## config.mk

```make
export PLATFORM = sky130hd
export DESIGN_NAME = exu_div
export DESIGN_NICKNAME = d
export VERILOG_FILES = /design/src/rtl/exu_div.sv
export SDC_FILE = /design/constraint.sdc
export NUM_CORES = 1
export LEC_CHECK = 0
export ABC_AREA = 1
export CELL_PAD_IN_SITES_DETAIL_PLACEMENT = 0
export CELL_PAD_IN_SITES_GLOBAL_PLACEMENT = 2
export CORE_MARGIN = 2
export CORE_UTILIZATION = 33
export DETAILED_ROUTE_END_ITERATION = 8
export PLACE_DENSITY = 0.81
export SETUP_SLACK_MARGIN = 0.15
export SYNTH_ARGS = -nofsm -noshare
export SYNTH_HDL_FRONTEND = slang
export SYNTH_SLANG_ARGS = --single-unit
```

## constraint.sdc

```tcl
create_clock -name clk -period 4.8 [get_ports clk]
set_input_delay 0.72 -clock clk [delete_from_list [all_inputs] [get_ports clk]]
set_output_delay 0.72 -clock clk [all_outputs]
set_load 0.01 [all_outputs]
```

## src/rtl/exu_div.sv

```systemverilog
// Iterative radix-2 restoring divider for DIV/DIVU/REM/REMU, one operation at a time.
// Build option: define DIV_FAST_PATH_EN to retire divide-by-zero and signed overflow without iterating.
package exu_div_pkg;
  localparam int XLEN                = 32;
  localparam int REG_FILE_ADDR_WIDTH = 5;
  localparam int INSTR_TAG_WIDTH     = 4;

  typedef struct packed {
    logic                           legal;
    logic                           div;
    logic                           rem;
    logic                           unsign;
    logic [XLEN-1:0]                rs1_data;
    logic [XLEN-1:0]                rs2_data;
    logic [REG_FILE_ADDR_WIDTH-1:0] rd_addr;
    logic [INSTR_TAG_WIDTH-1:0]     instr_tag;
  } idu1_out_t;
endpackage

// state | meaning
// IDLE  | no operation in flight
// CALC  | one restoring step per cycle, cnt counts XLEN-1 down to 0
// DONE  | result strobe cycle; a new accept may restart CALC here
module exu_div
  import exu_div_pkg::*;
(
  input  logic                           clk,
  input  logic                           rstn,
  input  idu1_out_t                      idu1_out,
  input  logic                           pipe_flush,
  output logic                           exu_div_busy,
  output logic                           div_wb_valid,
  output logic [XLEN-1:0]                div_wb_data,
  output logic [REG_FILE_ADDR_WIDTH-1:0] div_wb_rd_addr,
  output logic [INSTR_TAG_WIDTH-1:0]     div_wb_instr_tag
);

  localparam logic [1:0] ST_IDLE = 2'd0;
  localparam logic [1:0] ST_CALC = 2'd1;
  localparam logic [1:0] ST_DONE = 2'd2;

  localparam logic [XLEN-1:0] INT_MIN = {1'b1, {(XLEN-1){1'b0}}};

  logic [1:0]                     state;
  logic [1:0]                     state_nxt;
  logic [4:0]                     cnt;
  logic [XLEN:0]                  prem;
  logic [XLEN-1:0]                quo;
  logic [XLEN-1:0]                dvsr;
  logic [XLEN-1:0]                dividend;
  logic                           neg_q;
  logic                           neg_r;
  logic                           op_rem;
  logic                           is_dz;
  logic                           is_ovf;
  logic [REG_FILE_ADDR_WIDTH-1:0] rd_q;
  logic [INSTR_TAG_WIDTH-1:0]     tag_q;

  logic            accept;
  logic            in_signed;
  logic            in_dz;
  logic            in_ovf;
  logic            fast_accept;
  logic [XLEN-1:0] mag1;
  logic [XLEN-1:0] mag2;

  assign accept    = idu1_out.legal & idu1_out.div & ~pipe_flush &
                     ((state == ST_IDLE) | (state == ST_DONE));
  assign in_signed = ~idu1_out.unsign;
  assign in_dz     = (idu1_out.rs2_data == '0);
  assign in_ovf    = in_signed & (idu1_out.rs1_data == INT_MIN) & (idu1_out.rs2_data == '1);
  assign mag1      = (in_signed & idu1_out.rs1_data[XLEN-1]) ? -idu1_out.rs1_data : idu1_out.rs1_data;
  assign mag2      = (in_signed & idu1_out.rs2_data[XLEN-1]) ? -idu1_out.rs2_data : idu1_out.rs2_data;

`ifdef DIV_FAST_PATH_EN
  assign fast_accept = accept & (in_dz | in_ovf);
`else
  assign fast_accept = 1'b0;
`endif

  // One extra guard bit above the shifted remainder keeps the borrow unambiguous.
  logic [XLEN+1:0] shifted;
  logic [XLEN+1:0] diff;
  logic [XLEN:0]   prem_nxt;
  logic [XLEN-1:0] quo_nxt;

  assign shifted  = {prem, quo[XLEN-1]};
  assign diff     = shifted - {2'b00, dvsr};
  assign prem_nxt = diff[XLEN+1] ? shifted[XLEN:0] : diff[XLEN:0];
  assign quo_nxt  = {quo[XLEN-2:0], ~diff[XLEN+1]};

  function automatic logic [XLEN-1:0] fix_result(
    input logic            sel_rem,
    input logic            nq,
    input logic            nr,
    input logic            dz,
    input logic            ovf,
    input logic [XLEN-1:0] q_mag,
    input logic [XLEN-1:0] r_mag,
    input logic [XLEN-1:0] dvd
  );
    logic [XLEN-1:0] q;
    logic [XLEN-1:0] r;
    q = nq ? -q_mag : q_mag;
    r = nr ? -r_mag : r_mag;
    if (dz) begin
      q = '1;
      r = dvd;
    end else if (ovf) begin
      q = INT_MIN;
      r = '0;
    end
    return sel_rem ? r : q;
  endfunction

  logic                           calc_last;
  logic                           wb_fire;
  logic [XLEN-1:0]                wb_data;
  logic [REG_FILE_ADDR_WIDTH-1:0] wb_rd;
  logic [INSTR_TAG_WIDTH-1:0]     wb_tag;

  assign calc_last = (state == ST_CALC) & (cnt == 5'd0);
  assign wb_fire   = (calc_last & ~pipe_flush) | fast_accept;

  always_comb begin
    wb_data = '0;
    wb_rd   = rd_q;
    wb_tag  = tag_q;
    if (calc_last) begin
      wb_data = fix_result(op_rem, neg_q, neg_r, is_dz, is_ovf,
                           quo_nxt, prem_nxt[XLEN-1:0], dividend);
    end else begin
      wb_data = fix_result(idu1_out.rem, 1'b0, 1'b0, in_dz, in_ovf,
                           '0, '0, idu1_out.rs1_data);
      wb_rd   = idu1_out.rd_addr;
      wb_tag  = idu1_out.instr_tag;
    end
  end

  always_comb begin
    state_nxt = state;
    case (state)
      ST_IDLE, ST_DONE: begin
        if (accept) state_nxt = fast_accept ? ST_DONE : ST_CALC;
        else        state_nxt = ST_IDLE;
      end
      ST_CALC: if (cnt == 5'd0) state_nxt = ST_DONE;
      default: state_nxt = ST_IDLE;
    endcase
    if (pipe_flush) state_nxt = ST_IDLE;
  end

  always_ff @(posedge clk or negedge rstn) begin
    if (!rstn) begin
      state            <= ST_IDLE;
      cnt              <= '0;
      prem             <= '0;
      quo              <= '0;
      dvsr             <= '0;
      dividend         <= '0;
      neg_q            <= 1'b0;
      neg_r            <= 1'b0;
      op_rem           <= 1'b0;
      is_dz            <= 1'b0;
      is_ovf           <= 1'b0;
      rd_q             <= '0;
      tag_q            <= '0;
      div_wb_valid     <= 1'b0;
      div_wb_data      <= '0;
      div_wb_rd_addr   <= '0;
      div_wb_instr_tag <= '0;
    end else begin
      state        <= state_nxt;
      div_wb_valid <= wb_fire;
      if (accept) begin
        cnt      <= 5'(XLEN-1);
        prem     <= '0;
        quo      <= mag1;
        dvsr     <= mag2;
        dividend <= idu1_out.rs1_data;
        neg_q    <= in_signed & (idu1_out.rs1_data[XLEN-1] ^ idu1_out.rs2_data[XLEN-1]);
        neg_r    <= in_signed & idu1_out.rs1_data[XLEN-1];
        op_rem   <= idu1_out.rem;
        is_dz    <= in_dz;
        is_ovf   <= in_ovf;
        rd_q     <= idu1_out.rd_addr;
        tag_q    <= idu1_out.instr_tag;
      end else if (state == ST_CALC) begin
        cnt  <= cnt - 5'd1;
        prem <= prem_nxt;
        quo  <= quo_nxt;
      end
      if (wb_fire) begin
        div_wb_data      <= wb_data;
        div_wb_rd_addr   <= wb_rd;
        div_wb_instr_tag <= wb_tag;
      end
    end
  end

  assign exu_div_busy = (state == ST_CALC);

endmodule

```

==> flow_metrics.tcl, run 1 <==
set metrics [dict create \
    ys_ff_latch 192 \
    regArea_sq_um 4800 \
    grt_pass1_vias 14502 \
    die-area_sq_um 45700 \
    slew_viol_final 0 \
    track_usage_pct 26.2 \
    postSynth.asyncResetShare_pct 100 \
    path_class "register to register" \
    syn2layout_area_growth_pct 17.3 \
    syn_avg_cell_area_sq_um 6.63 \
    synth_top_cells_by_count "nand2_1, inv_1, dfrtp_1" \
    crit_top_cell "inv_1" \
    drc_errors 0 \
    place_area_sq_um 16300 \
    yosys.area.top_type_share_pct 33.1 \
    skew_ps 11.6 \
    multiInputGateArea_sq_um 8290 \
    path_buf_inv 6 \
    status "complete, no violations" \
    ios 123 \
    period_share_pct 87.5 \
    slew_headroom_pct 30.3 \
    cap_violations 0 \
    rsz0062_at_grt "no" \
    synthDistinctLibCells 60 \
    root_buffer "clkbuf_16" \
    io_buffers 122 \
    synth-main-ff-cell "dfrtp_1" \
    core.rowCount 76 \
    cts_num_sinks 192 \
    crit_required_ps 5200 \
    clkTransAtPathRegs_ps 80 \
    nFillCells 4687 \
    powerDensity_nw_per_um2 699 \
    crit_path_start_kind "register" \
    ys_seq_area_share_pct 33.1 \
    ys_top_cells_by_area "dfrtp_1, nand2_1, inv_1, nand3_1, o21ai_0" \
    post-cts-setup-buffers 0 \
    num_vias 14942 \
    core-area_sq_um 43300 \
    grt_max_degree 82 \
    synth_cells 2189 \
    die_h_um 214 \
    fin_area_sq_um 17000 \
    ant_nets 0 \
    cts_buffer_depth 2 \
    setup_violations 0 \
    htreeDepth 4 \
    synth_nets 2308 \
    post-dp-hpwl_um 45300 \
    ir_worst_vdd_v 0.000273 \
    wl_per_cell_um 20.2 \
    wl_um 58000 \
    grt_pass1_wl_um 87900 \
    cp_top_family "simple AND/OR/NAND/NOR gates" \
    cts_tree "yes" \
    drt-pass1-iter-count 5 \
    r2r_slack_ps 600 \
    ys_warn_count 0 \
    p_leak_uw 0.00821 \
    diodes 0 \
    synth_top_cell_by_area "dfrtp_1" \
    numCtsBuffers 17 \
    synth-edff-count 0 \
    start_util_pct 33.5 \
    setup_tns_ps 0 \
    clock.fmax_mhz 238 \
    drive_gt1_share_pct 6.54 \
    nets 2398 \
    place.gp.congestion 0.901 \
    max_stage_delay_ps 420 \
    period_minus_slack_ps 4200 \
    hold_class "input pin to asynchronous set/reset pin" \
    crit_path_max_fanout 8 \
    grt_remaining_overflow 0 \
    netlist_area_sq_um 14500 \
    crit_arrival_ps 4600 \
    hold_violations 0 \
    end_kind "register" \
    vias_per_cell 5.19 \
    tightest_slew_ps 1040 \
    post-synth-top-count-cell "nand2_1" \
    die_x_um 214 \
    initialDrtViolationCount 1199 \
    antenna_found_initial 0 \
    clock_latency_ps 510 \
    crit_slowest_cell "dfrtp_1" \
]
## metal layers
layer | GRT usage, % | up-vias | routed length [um]
li1 | - | 7325 | -
met1 | 36.8 | 7107 | 27400
met2 | 39.2 | 445 | 25000
met3 | 7.18 | 65 | 4310
met4 | 8.09 | 0 | 1270
met5 | 0 | - | 0
## flip-flops by register name (all words and copies together) (netlist names)
register	flops
neg_r	1
is_ovf	1
is_dz	1
quo	32
op_rem	1
neg_q	1
div_wb_rd_addr	5
cnt	5
rd_q	5
state	2
tag_q	4
div_wb_data	32
dvsr	32
prem	33
div_wb_valid	1
dividend	32
div_wb_instr_tag	4
## area by class of cell
type                       count  share of cell area, %
multi-input combinational   1643                   48.7
sequential                   192                   28.2
timing repair buffer         153                   8.56
inverter                     272                   6.00
tap                          585                   4.30
clock buffer                  20                   2.74
clock inverter                12                   1.47
## cell families (layout without fill, tap and decap cells)
family          count (synthesis)  in the layout  synth area share (%)
compound gates                396            396                  15.9
xor+xnor                       47             47                  2.89
buf+inv                       354            457                  9.81
fa+ha+maj                      39             39                  3.42
simple gates                 1161           1161                  34.8
flops                         192            192                  33.1
## stage by stage
step	hold WS (ps)	power [uW]	util [%]	setup slack (ps)	std cells
after global placement	463	10100	37.7	429	2845
after floorplan	424	7730	-	931	2189
after global routing	309	12800	39.3	171	2877
final	269	11900	39.3	599	2877
after detailed placement	465	10100	37.7	392	2845
after CTS	278	11900	39.3	346	2877
## placed cells by master, fill, tap and decap left out, drive strengths merged, types with 3 or more instances in the layout
| cell | instances |
|---|---|
| clkbuf | 21 |
| o211ai | 18 |
| buf | 31 |
| a221oi | 3 |
| xor2 | 33 |
| nor2 | 194 |
| nand3b | 7 |
| o31ai | 5 |
| a211oi | 3 |
| a31oi | 4 |
| inv | 270 |
| or2 | 7 |
| nand2 | 697 |
| o21bai | 4 |
| a21oi | 118 |
| clkdlybuf4s50 | 121 |
| o221ai | 12 |
| bufinv | 7 |
| nand3 | 183 |
| o311ai | 4 |
| nand4 | 29 |
| ha | 38 |
| a32oi | 4 |
| o21ai | 178 |
| a21o | 3 |
| o22ai | 32 |
| xnor2 | 14 |
| dfrtp | 192 |
| clkinv | 7 |
| nor3 | 32 |
| nor4 | 8 |
| a22oi | 3 |
## power by group
part | switching (uW) | total (uW) | internal [uW] | leakage, uW
registers | 340 | 2320 | 1980 | 0.00243
clock network | 726 | 1800 | 1070 | 0.000351
logic | 5460 | 7770 | 2310 | 0.00542
## worst paths after layout
kind / start / to / cells after the start
setup / recovery: prem[6] / div_wb_data[28] / 28
hold / removal: rstn / prem[20] / 1
setup reg to reg: prem[6] / div_wb_data[28] / 28
hold reg to reg: div_wb_instr_tag[3] / div_wb_instr_tag[3] / 2
max in group asynchronous: rstn / prem[15] / 2
min in group clk: div_wb_instr_tag[3] / div_wb_instr_tag[3] / 2
## timing repair
| action | 4_1_cts | 5_1_grt |
|---|---|---|
| resized for setup | 0 | 2 |
| endpoints found under the setup margin | 0 | 2 |
| hold buffers | 0 | 0 |
No activity file was read; power rests on OpenSTA's default activity.
==> run 2, diff against run 1 <==
--- a/config.mk
+++ b/config.mk
@@ -8,10 +8,9 @@
 export ABC_AREA = 1
 export CELL_PAD_IN_SITES_DETAIL_PLACEMENT = 0
 export CELL_PAD_IN_SITES_GLOBAL_PLACEMENT = 2
-export CORE_MARGIN = 2
 export CORE_UTILIZATION = 33
 export DETAILED_ROUTE_END_ITERATION = 8
-export PLACE_DENSITY = 0.81
+export PLACE_DENSITY = 0.77
 export SETUP_SLACK_MARGIN = 0.15
 export SYNTH_ARGS = -nofsm -noshare
 export SYNTH_HDL_FRONTEND = slang
==> run 2 against run 1 <==
  * Design area down 0.59%
  * Sequential cell count unchanged
  * Non-clock buffer count down 2
  * Clock-buffer cell count down 3
  * Register-to-register slack worse by 120 ps
  * Clock power down 13%
  * Via count down 0.31%
  * Wire length up 1.4%
  * Global-route usage up 0.89 points
  * Largest cell class unchanged
==> flow_metrics.tcl, run 2 (synthesized netlist as in run 1, its figures left out) <==
set metrics [dict create \
    max_stage_delay_ps 500 \
    die-area_sq_um 44800 \
    cap_violations 0 \
    crit_path_start_kind "register" \
    diodes 0 \
    grt_pass1_vias 14292 \
    drt-pass1-iter-count 5 \
    drive_gt1_share_pct 6.38 \
    wl_um 58800 \
    die_h_um 212 \
    crit_required_ps 5190 \
    ant_nets 0 \
    clock.fmax_mhz 231 \
    die_x_um 212 \
    end_kind "register" \
    crit_arrival_ps 4710 \
    tightest_slew_ps 1020 \
    rsz0062_at_grt "no" \
    period_share_pct 90.1 \
    grt_max_degree 118 \
    largest_register "prem" \
    grt_pass1_wl_um 89600 \
    root_buffer "clkbuf_16" \
    postCtsResizedCells 0 \
    status "complete, no violations" \
    core-area_sq_um 43200 \
    cts_buffer_depth 2 \
    clock_latency_ps 520 \
    cts_num_sinks 192 \
    syn2layout_area_growth_pct 16.7 \
    crit_path_max_fanout 42 \
    ir_worst_vdd_v 0.000334 \
    antenna_found_initial 1 \
    track_usage_pct 27.1 \
    final_common_cell "nand2_1" \
    skew_ps 19.3 \
    place.gp.congestion 0.934 \
    powerDensity_nw_per_um2 690 \
    hold_violations 0 \
    layout_common_cells "nand2_1, inv_1, dfrtp_1" \
    cts_hold_buf 0 \
    place_area_sq_um 16300 \
    vias_per_cell 5.18 \
    setup_violations 0 \
    path_class "register to register" \
    wl_per_cell_um 20.5 \
    num_vias 14895 \
    largest_reg_flops 33 \
    numCtsBuffers 17 \
    cp_top_family "simple AND/OR/NAND/NOR gates" \
    worstSetupPathDepth 22 \
    slew_viol_final 0 \
    start_util_pct 33.6 \
    post-cts-setup-buffers 0 \
    path_buf_inv 1 \
    io_buffers 122 \
    clkTransAtPathRegs_ps 80 \
    post-dp-hpwl_um 45300 \
    drc_errors 0 \
    reg2reg_depth 22 \
    worstPathCellList "ha_1, a21oi_1, nor2_1, nor2_2, nand2_2, a21oi_4, nand3_4, nand2_8, buf_4, nand2_1, nand2_1, nand2_1, nor2_1, nand2_1, nor2_1, nand2_1, nand2_1, nand2_1, nand3_1, nand2_1, nand2_1, nand2_1" \
    initialDrtViolationCount 1322 \
    slew_headroom_pct 31.9 \
    cts_tree "yes" \
    period_minus_slack_ps 4320 \
    setup_tns_ps 0 \
    ios 123 \
    hold_class "input pin to asynchronous set/reset pin" \
    crit_slowest_cell "buf_4" \
    nets 2396 \
    p_leak_uw 0.00815 \
    crit_top_cell "nand2_1" \
    htreeDepth 4 \
    grt_remaining_overflow 0 \
    core.rowCount 76 \
    fin_area_sq_um 16900 \
]
[run 2: layer usage]
metal | share of wire [%] | up-vias | GRT usage (%) | wire length (um)
met5 | 0 | - | 0 | 0
met4 | 1.6 | 0 | 7.12 | 969
met3 | 6.7 | 48 | 6.26 | 3930
met2 | 42 | 420 | 39.6 | 24900
met1 | 49 | 7098 | 39.7 | 29000
li1 | - | 7329 | - | -
[run 2: cell type report]
type | count | area, sq um
Fill cell | 4778 | 26200
Tap cell | 585 | 732
Inverter | 272 | 1020
Clock buffer | 17 | 425
Multi-Input combinational cell | 1643 | 8290
Timing Repair Buffer | 151 | 1470
Sequential cell | 192 | 4800
Clock inverter | 13 | 181
[run 2: final timing paths]
| path | startpoint | endpoint | slack, ps |
|---|---|---|---|
| setup / recovery | prem[21] | div_wb_data[29] | 480 |
| hold / removal | rstn | dvsr[9] | 250 |
| setup reg to reg | prem[21] | div_wb_data[29] | 480 |
| hold reg to reg | div_wb_data[23] | div_wb_data[23] | 490 |
| max in group asynchronous | rstn | dividend[24] | 3440 |
| min in group clk | div_wb_data[23] | div_wb_data[23] | 490 |
[run 2: per-stage QoR]
stage                     total power (uW)  worst slack [ps]  hold slack [ps]  util (%)  std cells
after floorplan                       7730               931              424         -       2189
after global placement               10100               623              453      37.8       2843
after detailed placement             10100               553              468      37.8       2843
after CTS                            11700               516              299      39.2       2873
after global routing                 12700               175              345      39.2       2873
final                                11700               476              251      39.2       2873
[run 2: where the power goes]
| part | internal, uW | switching (uW) | leakage [uW] |
|---|---|---|---|
| sequential | 1980 | 343 | 0.00243 |
| clock | 824 | 742 | 0.000291 |
| combinational | 2320 | 5460 | 0.00543 |
| total | 5130 | 6540 | 0.00815 |
[run 2: worst reg2reg max path, cell delays in order, from the launching register on]
cell,delay [ps]
dfrtp_1,420
ha_1,380
a21oi_1,220
nor2_1,70
nor2_2,110
nand2_2,90
a21oi_4,290
nand3_4,210
nand2_8,120
buf_4,500
nand2_1,110
nand2_1,250
nand2_1,80
nor2_1,270
nand2_1,150
nor2_1,220
nand2_1,160
nand2_1,90
nand2_1,40
nand3_1,60
nand2_1,60
nand2_1,200
nand2_1,80
==> run 3, diff against run 2 <==
--- a/config.mk
+++ b/config.mk
@@ -9,6 +9,7 @@
 export CELL_PAD_IN_SITES_DETAIL_PLACEMENT = 0
 export CELL_PAD_IN_SITES_GLOBAL_PLACEMENT = 2
 export CORE_UTILIZATION = 33
+export CTS_CLUSTER_SIZE = 12
 export DETAILED_ROUTE_END_ITERATION = 8
 export PLACE_DENSITY = 0.77
 export SETUP_SLACK_MARGIN = 0.15
==> results of run 3 <==
Final layout, timing and power as in run 2 (identical DEF).
